<file path="src/rtl/process_scheduler_pkg.sv">
// ---------------------------------------------------------------------------
// process_scheduler_pkg : shared encodings and defaults for the scheduler
// Revision: 1.0
// ---------------------------------------------------------------------------
`default_nettype none

package process_scheduler_pkg;

   localparam int          DEF_PIDW    = 4;
   localparam int          DEF_NPROC   = 10;
   localparam int          DEF_QUANTUM = 8;
   localparam int          DEF_PSIZE   = 300;
   localparam logic [31:0] DEF_IDLE_PC = 32'd73;
   localparam logic [31:0] DEF_END_PC  = 32'd236;

   typedef enum logic [1:0] {
      SLOT_FREE    = 2'd0,
      SLOT_READY   = 2'd1,
      SLOT_BLOCKED = 2'd2,
      SLOT_RUNNING = 2'd3
   } slot_state_e;

   typedef enum logic [2:0] {
      ST_IDLE   = 3'd0,
      ST_SELECT = 3'd1,
      ST_LOAD   = 3'd2,
      ST_RUN    = 3'd3,
      ST_SAVE   = 3'd4
   } sched_state_e;

endpackage

`default_nettype wire

</file>
<file path="src/rtl/process_scheduler_if.sv">
// ---------------------------------------------------------------------------
// process_scheduler_if : CPU/menu <-> scheduler signal bundle
// Revision: 1.0
// ---------------------------------------------------------------------------
`default_nettype none

interface process_scheduler_if
   import process_scheduler_pkg::*;
#(
   parameter int PIDW = DEF_PIDW
);
   logic            enable;
   logic            create_valid;
   logic [PIDW-1:0] create_pid;
   logic            instr_retire;
   logic [31:0]     pc_in;
   logic            io_block;
   logic            io_done;
   logic [PIDW-1:0] io_pid;
   logic            proc_exit;
   logic            switch_ack;
   logic            switch_valid;
   logic [31:0]     new_pc;
   logic [PIDW-1:0] current_pid;
   logic            idle;
   logic            all_done;

   modport master (
      output enable, create_valid, create_pid, instr_retire, pc_in,
             io_block, io_done, io_pid, proc_exit, switch_ack,
      input  switch_valid, new_pc, current_pid, idle, all_done
   );

   modport slave (
      input  enable, create_valid, create_pid, instr_retire, pc_in,
             io_block, io_done, io_pid, proc_exit, switch_ack,
      output switch_valid, new_pc, current_pid, idle, all_done
   );
endinterface

`default_nettype wire

</file>
<file path="src/rtl/process_scheduler_quantum_timer.sv">
// ---------------------------------------------------------------------------
// process_scheduler_quantum_timer : retired-instruction counter per time slice
// Revision: 1.0
// ---------------------------------------------------------------------------
`default_nettype none

module process_scheduler_quantum_timer
   import process_scheduler_pkg::*;
#(
   parameter int QUANTUM = DEF_QUANTUM
) (
   input  wire  clk,
   input  wire  reset,
   input  wire  clear,
   input  wire  retire,
   output logic expire
);
   localparam int CW = (QUANTUM > 1) ? $clog2(QUANTUM) : 1;

   logic [CW-1:0] count_q, count_d;
   logic          at_last;

   assign at_last = (count_q == CW'(QUANTUM - 1));
   assign expire  = retire && at_last;

   always_comb begin
      count_d = count_q;
      if (clear)
         count_d = '0;
      else if (retire)
         count_d = at_last ? '0 : count_q + CW'(1);
   end

   always_ff @(posedge clk or posedge reset) begin
      if (reset)
         count_q <= '0;
      else
         count_q <= count_d;
   end

endmodule

`default_nettype wire

</file>
<file path="src/rtl/process_scheduler.sv">
// ---------------------------------------------------------------------------
// process_scheduler : round-robin process table, quantum and context switching
// Revision: 1.0
// ---------------------------------------------------------------------------
`default_nettype none

module process_scheduler
   import process_scheduler_pkg::*;
#(
   parameter int          NPROC   = DEF_NPROC,
   parameter int          PIDW    = DEF_PIDW,
   parameter int          QUANTUM = DEF_QUANTUM,
   parameter int          PSIZE   = DEF_PSIZE,
   parameter logic [31:0] IDLE_PC = DEF_IDLE_PC,
   parameter logic [31:0] END_PC  = DEF_END_PC
) (
   input wire                clk,
   input wire                reset,
   process_scheduler_if.slave bus
);
   sched_state_e    state_q, state_d;
   logic [PIDW-1:0] cur_pid_q, cur_pid_d;
   logic [PIDW-1:0] sel_pid_q, sel_pid_d;
   logic [PIDW-1:0] scan_pid_q, scan_pid_d;
   logic [PIDW-1:0] scan_cnt_q, scan_cnt_d;
   logic [31:0]     new_pc_q, new_pc_d;
   logic            idle_q, idle_d;
   logic            all_done_q, all_done_d;

   slot_state_e     slot_state_q [1:NPROC];
   slot_state_e     slot_state_d [1:NPROC];
   logic [31:0]     slot_pc_q    [1:NPROC];
   logic [31:0]     slot_pc_d    [1:NPROC];

   logic            tbl_we, tbl_pc_we;
   logic [PIDW-1:0] tbl_pid;
   slot_state_e     tbl_state;
   logic            any_ready, any_blocked;
   logic            create_ok;
   logic            tmr_clear, tmr_retire, tmr_expire;

   function automatic logic [PIDW-1:0] nxt_pid(input logic [PIDW-1:0] p);
      if (p >= PIDW'(NPROC))
         return PIDW'(1);
      return p + PIDW'(1);
   endfunction

   assign create_ok  = bus.create_valid && (bus.create_pid >= PIDW'(1)) &&
                       (bus.create_pid <= PIDW'(NPROC));
   assign tmr_retire = (state_q == ST_RUN) && bus.instr_retire;
   assign tmr_clear  = (state_q == ST_LOAD) && bus.switch_ack && (sel_pid_q != '0);

   process_scheduler_quantum_timer #(
      .QUANTUM (QUANTUM)
   ) u_timer (
      .clk    (clk),
      .reset  (reset),
      .clear  (tmr_clear),
      .retire (tmr_retire),
      .expire (tmr_expire)
   );

   always_comb begin
      any_ready   = 1'b0;
      any_blocked = 1'b0;
      for (int i = 1; i <= NPROC; i++) begin
         if (slot_state_q[i] == SLOT_READY)   any_ready   = 1'b1;
         if (slot_state_q[i] == SLOT_BLOCKED) any_blocked = 1'b1;
      end
   end

   always_comb begin
      state_d    = state_q;
      cur_pid_d  = cur_pid_q;
      sel_pid_d  = sel_pid_q;
      scan_pid_d = scan_pid_q;
      scan_cnt_d = scan_cnt_q;
      new_pc_d   = new_pc_q;
      idle_d     = idle_q;
      all_done_d = all_done_q;
      tbl_we     = 1'b0;
      tbl_pc_we  = 1'b0;
      tbl_pid    = cur_pid_q;
      tbl_state  = SLOT_FREE;

      case (state_q)
         ST_IDLE: begin
            if (bus.enable && any_ready) begin
               state_d    = ST_SELECT;
               scan_pid_d = nxt_pid(cur_pid_q);
               scan_cnt_d = '0;
            end
         end
         ST_SELECT: begin
            if (slot_state_q[scan_pid_q] == SLOT_READY) begin
               state_d   = ST_LOAD;
               sel_pid_d = scan_pid_q;
               new_pc_d  = slot_pc_q[scan_pid_q];
               idle_d    = 1'b0;
            end else if (scan_cnt_q == PIDW'(NPROC - 1)) begin
               // A slot that became ready behind the pointer gets another lap
               if (any_ready) begin
                  scan_pid_d = nxt_pid(scan_pid_q);
                  scan_cnt_d = '0;
               end else begin
                  state_d   = ST_LOAD;
                  sel_pid_d = '0;
                  if (any_blocked) begin
                     new_pc_d = IDLE_PC;
                     idle_d   = 1'b1;
                  end else begin
                     new_pc_d   = END_PC;
                     idle_d     = 1'b0;
                     all_done_d = 1'b1;
                  end
               end
            end else begin
               scan_pid_d = nxt_pid(scan_pid_q);
               scan_cnt_d = scan_cnt_q + PIDW'(1);
            end
         end
         ST_LOAD: begin
            if (bus.switch_ack) begin
               cur_pid_d = sel_pid_q;
               if (sel_pid_q != '0) begin
                  state_d   = ST_RUN;
                  tbl_we    = 1'b1;
                  tbl_pid   = sel_pid_q;
                  tbl_state = SLOT_RUNNING;
               end else begin
                  state_d = ST_IDLE;
               end
            end
         end
         ST_RUN: begin
            if (bus.instr_retire) begin
               if (bus.proc_exit) begin
                  state_d   = ST_SAVE;
                  tbl_we    = 1'b1;
                  tbl_state = SLOT_FREE;
               end else if (bus.io_block) begin
                  state_d   = ST_SAVE;
                  tbl_we    = 1'b1;
                  tbl_pc_we = 1'b1;
                  tbl_state = SLOT_BLOCKED;
               end else if (tmr_expire) begin
                  state_d   = ST_SAVE;
                  tbl_we    = 1'b1;
                  tbl_pc_we = 1'b1;
                  tbl_state = SLOT_READY;
               end
            end
         end
         ST_SAVE: begin
            state_d    = ST_SELECT;
            scan_pid_d = nxt_pid(cur_pid_q);
            scan_cnt_d = '0;
         end
         default: state_d = ST_IDLE;
      endcase

      if (create_ok)
         all_done_d = 1'b0;
   end

   // Later writers win: a create overrides a same-cycle io_done or FSM update
   always_comb begin
      for (int i = 1; i <= NPROC; i++) begin
         slot_state_d[i] = slot_state_q[i];
         slot_pc_d[i]    = slot_pc_q[i];
         if (tbl_we && (tbl_pid == PIDW'(i))) begin
            slot_state_d[i] = tbl_state;
            if (tbl_pc_we)
               slot_pc_d[i] = bus.pc_in + 32'd1;
         end
         if (bus.io_done && (bus.io_pid == PIDW'(i)) && (slot_state_q[i] == SLOT_BLOCKED))
            slot_state_d[i] = SLOT_READY;
         if (create_ok && (bus.create_pid == PIDW'(i))) begin
            slot_state_d[i] = SLOT_READY;
            slot_pc_d[i]    = 32'(i) * 32'(PSIZE);
         end
      end
   end

   always_ff @(posedge clk or posedge reset) begin
      if (reset) begin
         state_q    <= ST_IDLE;
         cur_pid_q  <= '0;
         sel_pid_q  <= '0;
         scan_pid_q <= PIDW'(1);
         scan_cnt_q <= '0;
         new_pc_q   <= '0;
         idle_q     <= 1'b0;
         all_done_q <= 1'b0;
         for (int i = 1; i <= NPROC; i++) begin
            slot_state_q[i] <= SLOT_FREE;
            slot_pc_q[i]    <= '0;
         end
      end else begin
         state_q    <= state_d;
         cur_pid_q  <= cur_pid_d;
         sel_pid_q  <= sel_pid_d;
         scan_pid_q <= scan_pid_d;
         scan_cnt_q <= scan_cnt_d;
         new_pc_q   <= new_pc_d;
         idle_q     <= idle_d;
         all_done_q <= all_done_d;
         for (int i = 1; i <= NPROC; i++) begin
            slot_state_q[i] <= slot_state_d[i];
            slot_pc_q[i]    <= slot_pc_d[i];
         end
      end
   end

   assign bus.switch_valid = (state_q == ST_LOAD);
   assign bus.new_pc       = new_pc_q;
   assign bus.current_pid  = cur_pid_q;
   assign bus.idle         = idle_q;
   assign bus.all_done     = all_done_q;

endmodule

`default_nettype wire

</file>
<file path="src/flat_wrapper.sv">
// flat-port wrapper written by rule: the top's interface ports become plain ports
module process_scheduler_flat import process_scheduler_pkg::*;
#(
   parameter int          NPROC   = DEF_NPROC,
   parameter int          PIDW    = DEF_PIDW,
   parameter int          QUANTUM = DEF_QUANTUM,
   parameter int          PSIZE   = DEF_PSIZE,
   parameter logic [31:0] IDLE_PC = DEF_IDLE_PC,
   parameter logic [31:0] END_PC  = DEF_END_PC
)
  (clk, reset, bus_enable, bus_create_valid, bus_create_pid, bus_instr_retire, bus_pc_in, bus_io_block, bus_io_done, bus_io_pid, bus_proc_exit, bus_switch_ack, bus_switch_valid, bus_new_pc, bus_current_pid, bus_idle, bus_all_done);
  process_scheduler_if #(.PIDW(PIDW)) bus_i ();
  input wire clk;
  input wire reset;
  input wire logic [$bits(bus_i.enable)-1:0] bus_enable;
  input wire logic [$bits(bus_i.create_valid)-1:0] bus_create_valid;
  input wire logic [$bits(bus_i.create_pid)-1:0] bus_create_pid;
  input wire logic [$bits(bus_i.instr_retire)-1:0] bus_instr_retire;
  input wire logic [$bits(bus_i.pc_in)-1:0] bus_pc_in;
  input wire logic [$bits(bus_i.io_block)-1:0] bus_io_block;
  input wire logic [$bits(bus_i.io_done)-1:0] bus_io_done;
  input wire logic [$bits(bus_i.io_pid)-1:0] bus_io_pid;
  input wire logic [$bits(bus_i.proc_exit)-1:0] bus_proc_exit;
  input wire logic [$bits(bus_i.switch_ack)-1:0] bus_switch_ack;
  output wire logic [$bits(bus_i.switch_valid)-1:0] bus_switch_valid;
  output wire logic [$bits(bus_i.new_pc)-1:0] bus_new_pc;
  output wire logic [$bits(bus_i.current_pid)-1:0] bus_current_pid;
  output wire logic [$bits(bus_i.idle)-1:0] bus_idle;
  output wire logic [$bits(bus_i.all_done)-1:0] bus_all_done;
  assign bus_i.enable = bus_enable;
  assign bus_i.create_valid = bus_create_valid;
  assign bus_i.create_pid = bus_create_pid;
  assign bus_i.instr_retire = bus_instr_retire;
  assign bus_i.pc_in = bus_pc_in;
  assign bus_i.io_block = bus_io_block;
  assign bus_i.io_done = bus_io_done;
  assign bus_i.io_pid = bus_io_pid;
  assign bus_i.proc_exit = bus_proc_exit;
  assign bus_i.switch_ack = bus_switch_ack;
  assign bus_switch_valid = bus_i.switch_valid;
  assign bus_new_pc = bus_i.new_pc;
  assign bus_current_pid = bus_i.current_pid;
  assign bus_idle = bus_i.idle;
  assign bus_all_done = bus_i.all_done;
  process_scheduler #(.NPROC(NPROC), .PIDW(PIDW), .QUANTUM(QUANTUM), .PSIZE(PSIZE), .IDLE_PC(IDLE_PC), .END_PC(END_PC)) u_core (.clk(clk), .reset(reset), .bus(bus_i));
endmodule
</file>
<file path="config.mk">
export PLATFORM = sky130hd
export DESIGN_NAME = process_scheduler_flat
export DESIGN_NICKNAME = d
export VERILOG_FILES = /design/src/rtl/process_scheduler_pkg.sv /design/src/rtl/process_scheduler_if.sv /design/src/rtl/process_scheduler_quantum_timer.sv /design/src/rtl/process_scheduler.sv /design/src/flat_wrapper.sv
export SDC_FILE = /design/constraint.sdc
export NUM_CORES = 1
export LEC_CHECK = 0
export BUFFER_PORTS_ARGS = -buffer_cell sky130_fd_sc_hd__buf_2
export CORE_ASPECT_RATIO = 1.2
export CORE_MARGIN = 5
export CORE_UTILIZATION = 60
export CTS_CLUSTER_SIZE = 28
export DETAILED_ROUTE_END_ITERATION = 16
export HOLD_SLACK_MARGIN = 0.06
export PLACE_DENSITY = 0.78
export SLEW_MARGIN = 10
export SYNTH_ARGS = -nofsm -noshare
export SYNTH_HDL_FRONTEND = slang
export SYNTH_SLANG_ARGS = --single-unit
</file>
<file path="constraint.sdc">
create_clock -name clk -period 16 [get_ports clk]
set_clock_uncertainty 0.15 [all_clocks]
set_input_delay 1.6 -clock clk [delete_from_list [all_inputs] [get_ports clk]]
set_output_delay 1.6 -clock clk [all_outputs]
set_load 0.005 [all_outputs]
</file>
==> results of run 1 <==
cells in the mapped netlist, types with 30 or more instances:
library cell / instances
mux4_2: 32
a22o_1: 46
dfrtp_1: 395
o2bb2ai_1: 242
mux2i_1: 44
clkbuf_1: 36
buf_2: 55
a21oi_1: 91
nand2_1: 39
inv_1: 30
o22ai_1: 33
a22oi_1: 43
mux2_2: 35
nor2_1: 147
where the power goes:
part,switching [W],total (W),internal (W)
logic,0.000524,0.000846,0.000322
clock network,0.000413,0.00104,0.000630
registers,0.000144,0.00124,0.00109
area by class of cell:
| cell class | count | area (um^2) | share of cell area |
|---|---|---|---|
| multi-input cells | 1067 | 8410 | 0.398 |
| repair buffers | 121 | 691 | 0.0327 |
| clock buffers | 53 | 1200 | 0.0570 |
| clock inverters | 21 | 277 | 0.0131 |
| inverters | 30 | 120 | 0.00569 |
| flip-flops and latches | 396 | 9920 | 0.470 |
| well taps | 401 | 502 | 0.0238 |
logic make-up after synthesis:
| kind of cell | Yosys count | synth area share |
|---|---|---|
| adder cells (fa/ha/maj) | 9 | 0.00593 |
| AND/OR/NAND/NOR | 346 | 0.0949 |
| flip-flops | 396 | 0.522 |
| multiplexers | 111 | 0.0819 |
| buffers and inverters | 148 | 0.0383 |
| AO/OA/AOI/OAI | 569 | 0.242 |
| XOR/XNOR | 32 | 0.0148 |
per-stage QoR:
stage,worst slack (ns),instance area (um^2),utilization
after floorplan,3.24,19000,-
after global placement,11.55,19600,0.628
after detailed placement,11.45,19600,0.628
after CTS,11.75,21100,0.675
after global routing,11.54,21100,0.675
final,11.71,21100,0.675
state kept, by name, indices dropped and copies added, names as in the netlist, 4 cells and up:
signal / flops
u_core.bus.current_pid: 4
u_core.sel_pid_q: 4
u_core.bus.new_pc: 32
u_core.scan_cnt_q: 4
u_core.slot_pc_q: 320
u_core.slot_state_q: 20
u_core.scan_pid_q: 4
path summary, 6_finish.rpt:
check / start / endpoint / slack [ns] / depth (start not counted)
hold reg to reg: u_core.slot_pc_q[141] / u_core.slot_pc_q[141] / 0.33 / 1
max in group asynchronous: reset / u_core.slot_pc_q[141] / 12.15 / 4
setup reg to reg: u_core.scan_pid_q[0] / u_core.scan_pid_q[1] / 11.71 / 8
setup / recovery: u_core.scan_pid_q[0] / u_core.scan_pid_q[1] / 11.71 / 8
hold / removal: u_core.slot_pc_q[141] / u_core.slot_pc_q[141] / 0.33 / 1
min in group asynchronous: reset / u_core.bus.new_pc[27] / 1.06 / 2
layer usage:
metal  up-vias  track usage  wire length (um)
li1       6245            -                 -
met1      7656        0.459             22600
met2       968        0.513             26800
met3       218       0.0780              6250
met4         0        0.151              3000
met5         -            0                 0
worst max-delay path: cells and delay by family (launching register included):
family | cells | cell delay (ns)
AOI/OAI and AO/OA | 2 | 0.50
buffers and inverters | 2 | 1.30
DFF | 1 | 1.14
muxes | 1 | 0.31
and+or+nand+nor | 3 | 0.71
==> results.json, run 1 <==
{
  "cts_tree": "done",
  "grt_pass1_wl_um": 90700,
  "final_cells": 2089,
  "grt_pass1_vias": 15320,
  "dp.cells": 2015,
  "status": "finished clean",
  "synth_cell_type_count": 85,
  "drive_above_1_share": 0.205,
  "gp_congestion": 0.950,
  "end_kind": "register",
  "synth_nets": 1669,
  "wire_per_inst_um": 28.1,
  "cts_hold_buf": 0,
  "ys_top_cells_by_area": "dfrtp_1 (52%), o2bb2ai_1 (11%), mux4_2 (3.8%)",
  "arrival_ns": 4.58,
  "synth_edf_count": 0,
  "clock-root-buffer": "clkbuf_16",
  "grt_antenna_before_repair": 0,
  "finalSetupViolCount": 0,
  "crit_required_ns": 16.29,
  "yosysTopAreaCellShare": 0.521,
  "ys_warn_count": 0,
  "grt_max_degree": 127,
  "tightest_slew_ns": 1.17,
  "rsz0062_at_grt": "no",
  "crit_chain": "buf_4, nor2_1, a221oi_1, a21boi_1, nor4_4, buf_4, nor3_2, mux2_2",
  "clock-sinks": 396,
  "start_util": 0.607,
  "clkSlewWorstSetupHoldPaths_ns": 0.06,
  "ys_ff_latch": 396,
  "drtIter0Drc": 1837,
  "syn_avg_cell_area_um2": 11.8,
  "grt.total_usage": 0.336,
  "cts_buffers": 41,
  "drc": 0,
  "crit_slowest_cell": "dfstp_4",
  "netlist_instances": 1611,
  "hpwl_um": 33200,
  "fmax_mhz": 233,
  "numPortBuffers": 87,
  "async_flop_share": 1.00,
  "dieArea_um2": 35300,
  "finalNetCount": 1715,
  "fp.coreArea_um2": 31300,
  "dieWidth_um": 172,
  "syn-cell-area_um2": 19000,
  "peakVddDrop_mv": 0.151,
  "vias": 15087,
  "criticalPathCategory": "reg2reg",
  "fin_crit_sh": 0.268,
  "cp_common_cell": "buf_4",
  "hp-class": "reg2reg",
  "crit_path_max_incr_delay_ns": 1.14,
  "power.total_w": 0.00313,
  "rows": 71,
  "clockBufferDepth": 3,
  "worst_setup_path_start_kind": "register",
  "fillCellCount": 2293,
  "dieHeight_um": 205,
  "power_leakage_nw": 9.14,
  "layout_commonest_cell": "dfrtp_1",
  "drt-vias-per-instance": 7.22,
  "dr.pass1.iters": 8,
  "slew_headroom": 0.220,
  "timing.hold.ws_ns": 0.334,
  "min_period_ns": 4.29,
  "cts_resized": 0,
  "critical_path_peak_fanout": 56,
  "synth_top_area_cell": "dfrtp_1",
  "p_per_area_nw_per_um2": 148,
  "ios": 88,
  "ant_nets": 0,
  "finalWirelength_um": 58700,
  "syn_to_final_growth_pct": 11.2,
  "grt.overflow.total": 0,
  "postCtsSetupRepairBufs": 0,
  "h-tree-depth": 2,
  "final_cell_mix": "dfrtp_1 (392), o2bb2ai_1 (242), nor2_1 (142)",
  "synth-main-ff-cell": "dfrtp_1",
  "hold_violations": 0,
  "yosysSeqAreaShare": 0.522,
  "diodes": 0,
  "tns_ns": 0,
  "slew_violations": 0,
  "maxCapViolations": 0,
  "clock_insertion_delay_worst_skew_ns": 0.55
}
Power figures use the tool's default switching activity.
==> run 2: changes to the inputs <==
- clock period: 16 -> 4.37 ns (I/O delays scaled with it)
==> run 2 against run 1 <==
Against the previous run:
- hold slack lost 0.25 ns
- first-iteration DRC count fell by 5.8%
- non-clock buffer count grew 5
- worst setup slack worse by 11 ns
- flip-flop and latch count unchanged
- register-to-register slack worse by 11 ns
- sequential power rose to 3.6 times the previous value
- via count is 1.3% lower
- sequential share of layout area is essentially flat
- die area unchanged
- combinational power increased to 3.7 times the previous value
- final area is essentially flat
==> results.json, run 2 (synthesis results as in run 1) <==
{
  "fmax_mhz": 285,
  "start_util": 0.607,
  "grt_pass1_wl_um": 88600,
  "ff2ff_path_depth": 5,
  "grt_antenna_before_repair": 0,
  "power.total_w": 0.0112,
  "hold_violations": 0,
  "clock-root-buffer": "clkbuf_16",
  "criticalPathCategory": "reg2reg",
  "maxCapViolations": 0,
  "cts_buffers": 40,
  "wire_per_inst_um": 26.9,
  "grt.overflow.total": 0,
  "worst_setup_path_start_kind": "register",
  "ios": 88,
  "fillCellCount": 2268,
  "fp.coreArea_um2": 31300,
  "ff_latch_area_um2": 9920,
  "cts_tree": "done",
  "drt-vias-per-instance": 7.12,
  "regMostFlops": "u_core.slot_pc_q",
  "grt.total_usage": 0.324,
  "clkSlewWorstSetupHoldPaths_ns": 0.06,
  "dieHeight_um": 205,
  "drive_above_1_share": 0.201,
  "finalWirelength_um": 56300,
  "largest_reg_flops": 320,
  "diodes": 0,
  "power_leakage_nw": 9.13,
  "grt_max_degree": 119,
  "peakVddDrop_mv": 0.480,
  "hp-class": "in2reg",
  "dieWidth_um": 172,
  "vias": 14888,
  "h-tree-depth": 2,
  "clockBufferDepth": 3,
  "tns_ns": 0,
  "multi_input_area_um2": 8410,
  "final_cell_mix": "dfrtp_1 (392), o2bb2ai_1 (242), nor2_1 (142)",
  "fin_crit_sh": 0.804,
  "dieArea_um2": 35300,
  "tightest_slew_ns": 1.26,
  "whs_path_depth": 3,
  "arrival_ns": 3.81,
  "drc": 0,
  "numPortBuffers": 87,
  "slew_headroom": 0.156,
  "r2r_slack_ns": 0.86,
  "hpwl_um": 33800,
  "p_per_area_nw_per_um2": 529,
  "dr.pass1.iters": 5,
  "dp.cells": 2018,
  "ant_nets": 0,
  "finalNetCount": 1719,
  "end_kind": "register",
  "slew_violations": 0,
  "status": "finished clean",
  "clock-sinks": 396,
  "gp_congestion": 0.963,
  "rsz0062_at_grt": "no",
  "grt_pass1_vias": 15018,
  "drtIter0Drc": 1731,
  "syn_to_final_growth_pct": 11.2,
  "finalSetupViolCount": 0,
  "crit_required_ns": 4.67,
  "rows": 71,
  "final_cells": 2092,
  "clock_insertion_delay_worst_skew_ns": 0.55,
  "layout_commonest_cell": "dfrtp_1",
  "min_period_ns": 3.51,
  "critical_path_peak_fanout": 26
}
[run 2: changes by cell type in the layout (fill, tap and decap cells not counted), sizes merged]
cell	delta
clkbuf	+5
buf	+3
bufinv	-3
clkinvlp	-2
dlygate4sd3	+2
inv	-2
[run 2: through the flow]
stage / worst slack [ns] / cell area (um^2) / hold slack (ns) / util
6_report: 0.858 / 21100 / 0.0840 / 0.675
5_1_grt: 0.682 / 21100 / 0.0896 / 0.675
4_1_cts: 0.898 / 21100 / 0.0738 / 0.675
3_5_place_dp: 0.939 / 19700 / 0.306 / 0.631
3_3_place_gp: 1.06 / 19700 / 0.308 / 0.631
2_1_floorplan: -1.55 / 19000 / 0.301 / -
[run 2: timing repair]
action                                  4_1_cts  5_1_grt
endpoints found under the setup margin        0        0
hold buffers                                  2        0
hold endpoints to repair                     11        0
resized for setup                             0        0
buffers inserted                              0        0
[run 2: worst max-delay path: stages, from the launching register on]
cell,delay [ns]
dfrtp_1,0.51
nand4bb_1,0.59
nor3_1,0.55
o211ai_2,0.35
or3_2,0.93
o2bb2ai_1,0.31
[run 2: final cells by class]
cell class                      instances  share of cell area
Timing Repair Buffer                  126              0.0377
Clock buffer                           58              0.0564
Sequential cell                       396               0.470
Tap cell                              401              0.0238
Clock inverter                         14             0.00841
Multi-Input combinational cell       1067               0.398
Inverter                               30             0.00551
[run 2: report_power, final]
group          switching (W)  total [W]  internal [W]
clock                0.00147    0.00356       0.00209
combinational        0.00197    0.00317       0.00120
sequential          0.000433    0.00444       0.00400
[run 2: layer usage]
layer,wire length [um],global-route usage
met3,5000,0.0681
met1,21700,0.437
met2,26600,0.505
met4,3040,0.151
met5,0,0
[run 2: worst paths after layout]
kind                                       start                    end
setup / recovery               u_core.state_q[0]  u_core.slot_pc_q[220]
hold / removal                     bus_proc_exit      u_core.state_q[2]
setup reg to reg               u_core.state_q[0]  u_core.slot_pc_q[220]
hold reg to reg            u_core.slot_pc_q[244]  u_core.slot_pc_q[244]
max in group asynchronous                  reset   u_core.slot_pc_q[34]
min in group asynchronous                  reset    u_core.sel_pid_q[0]
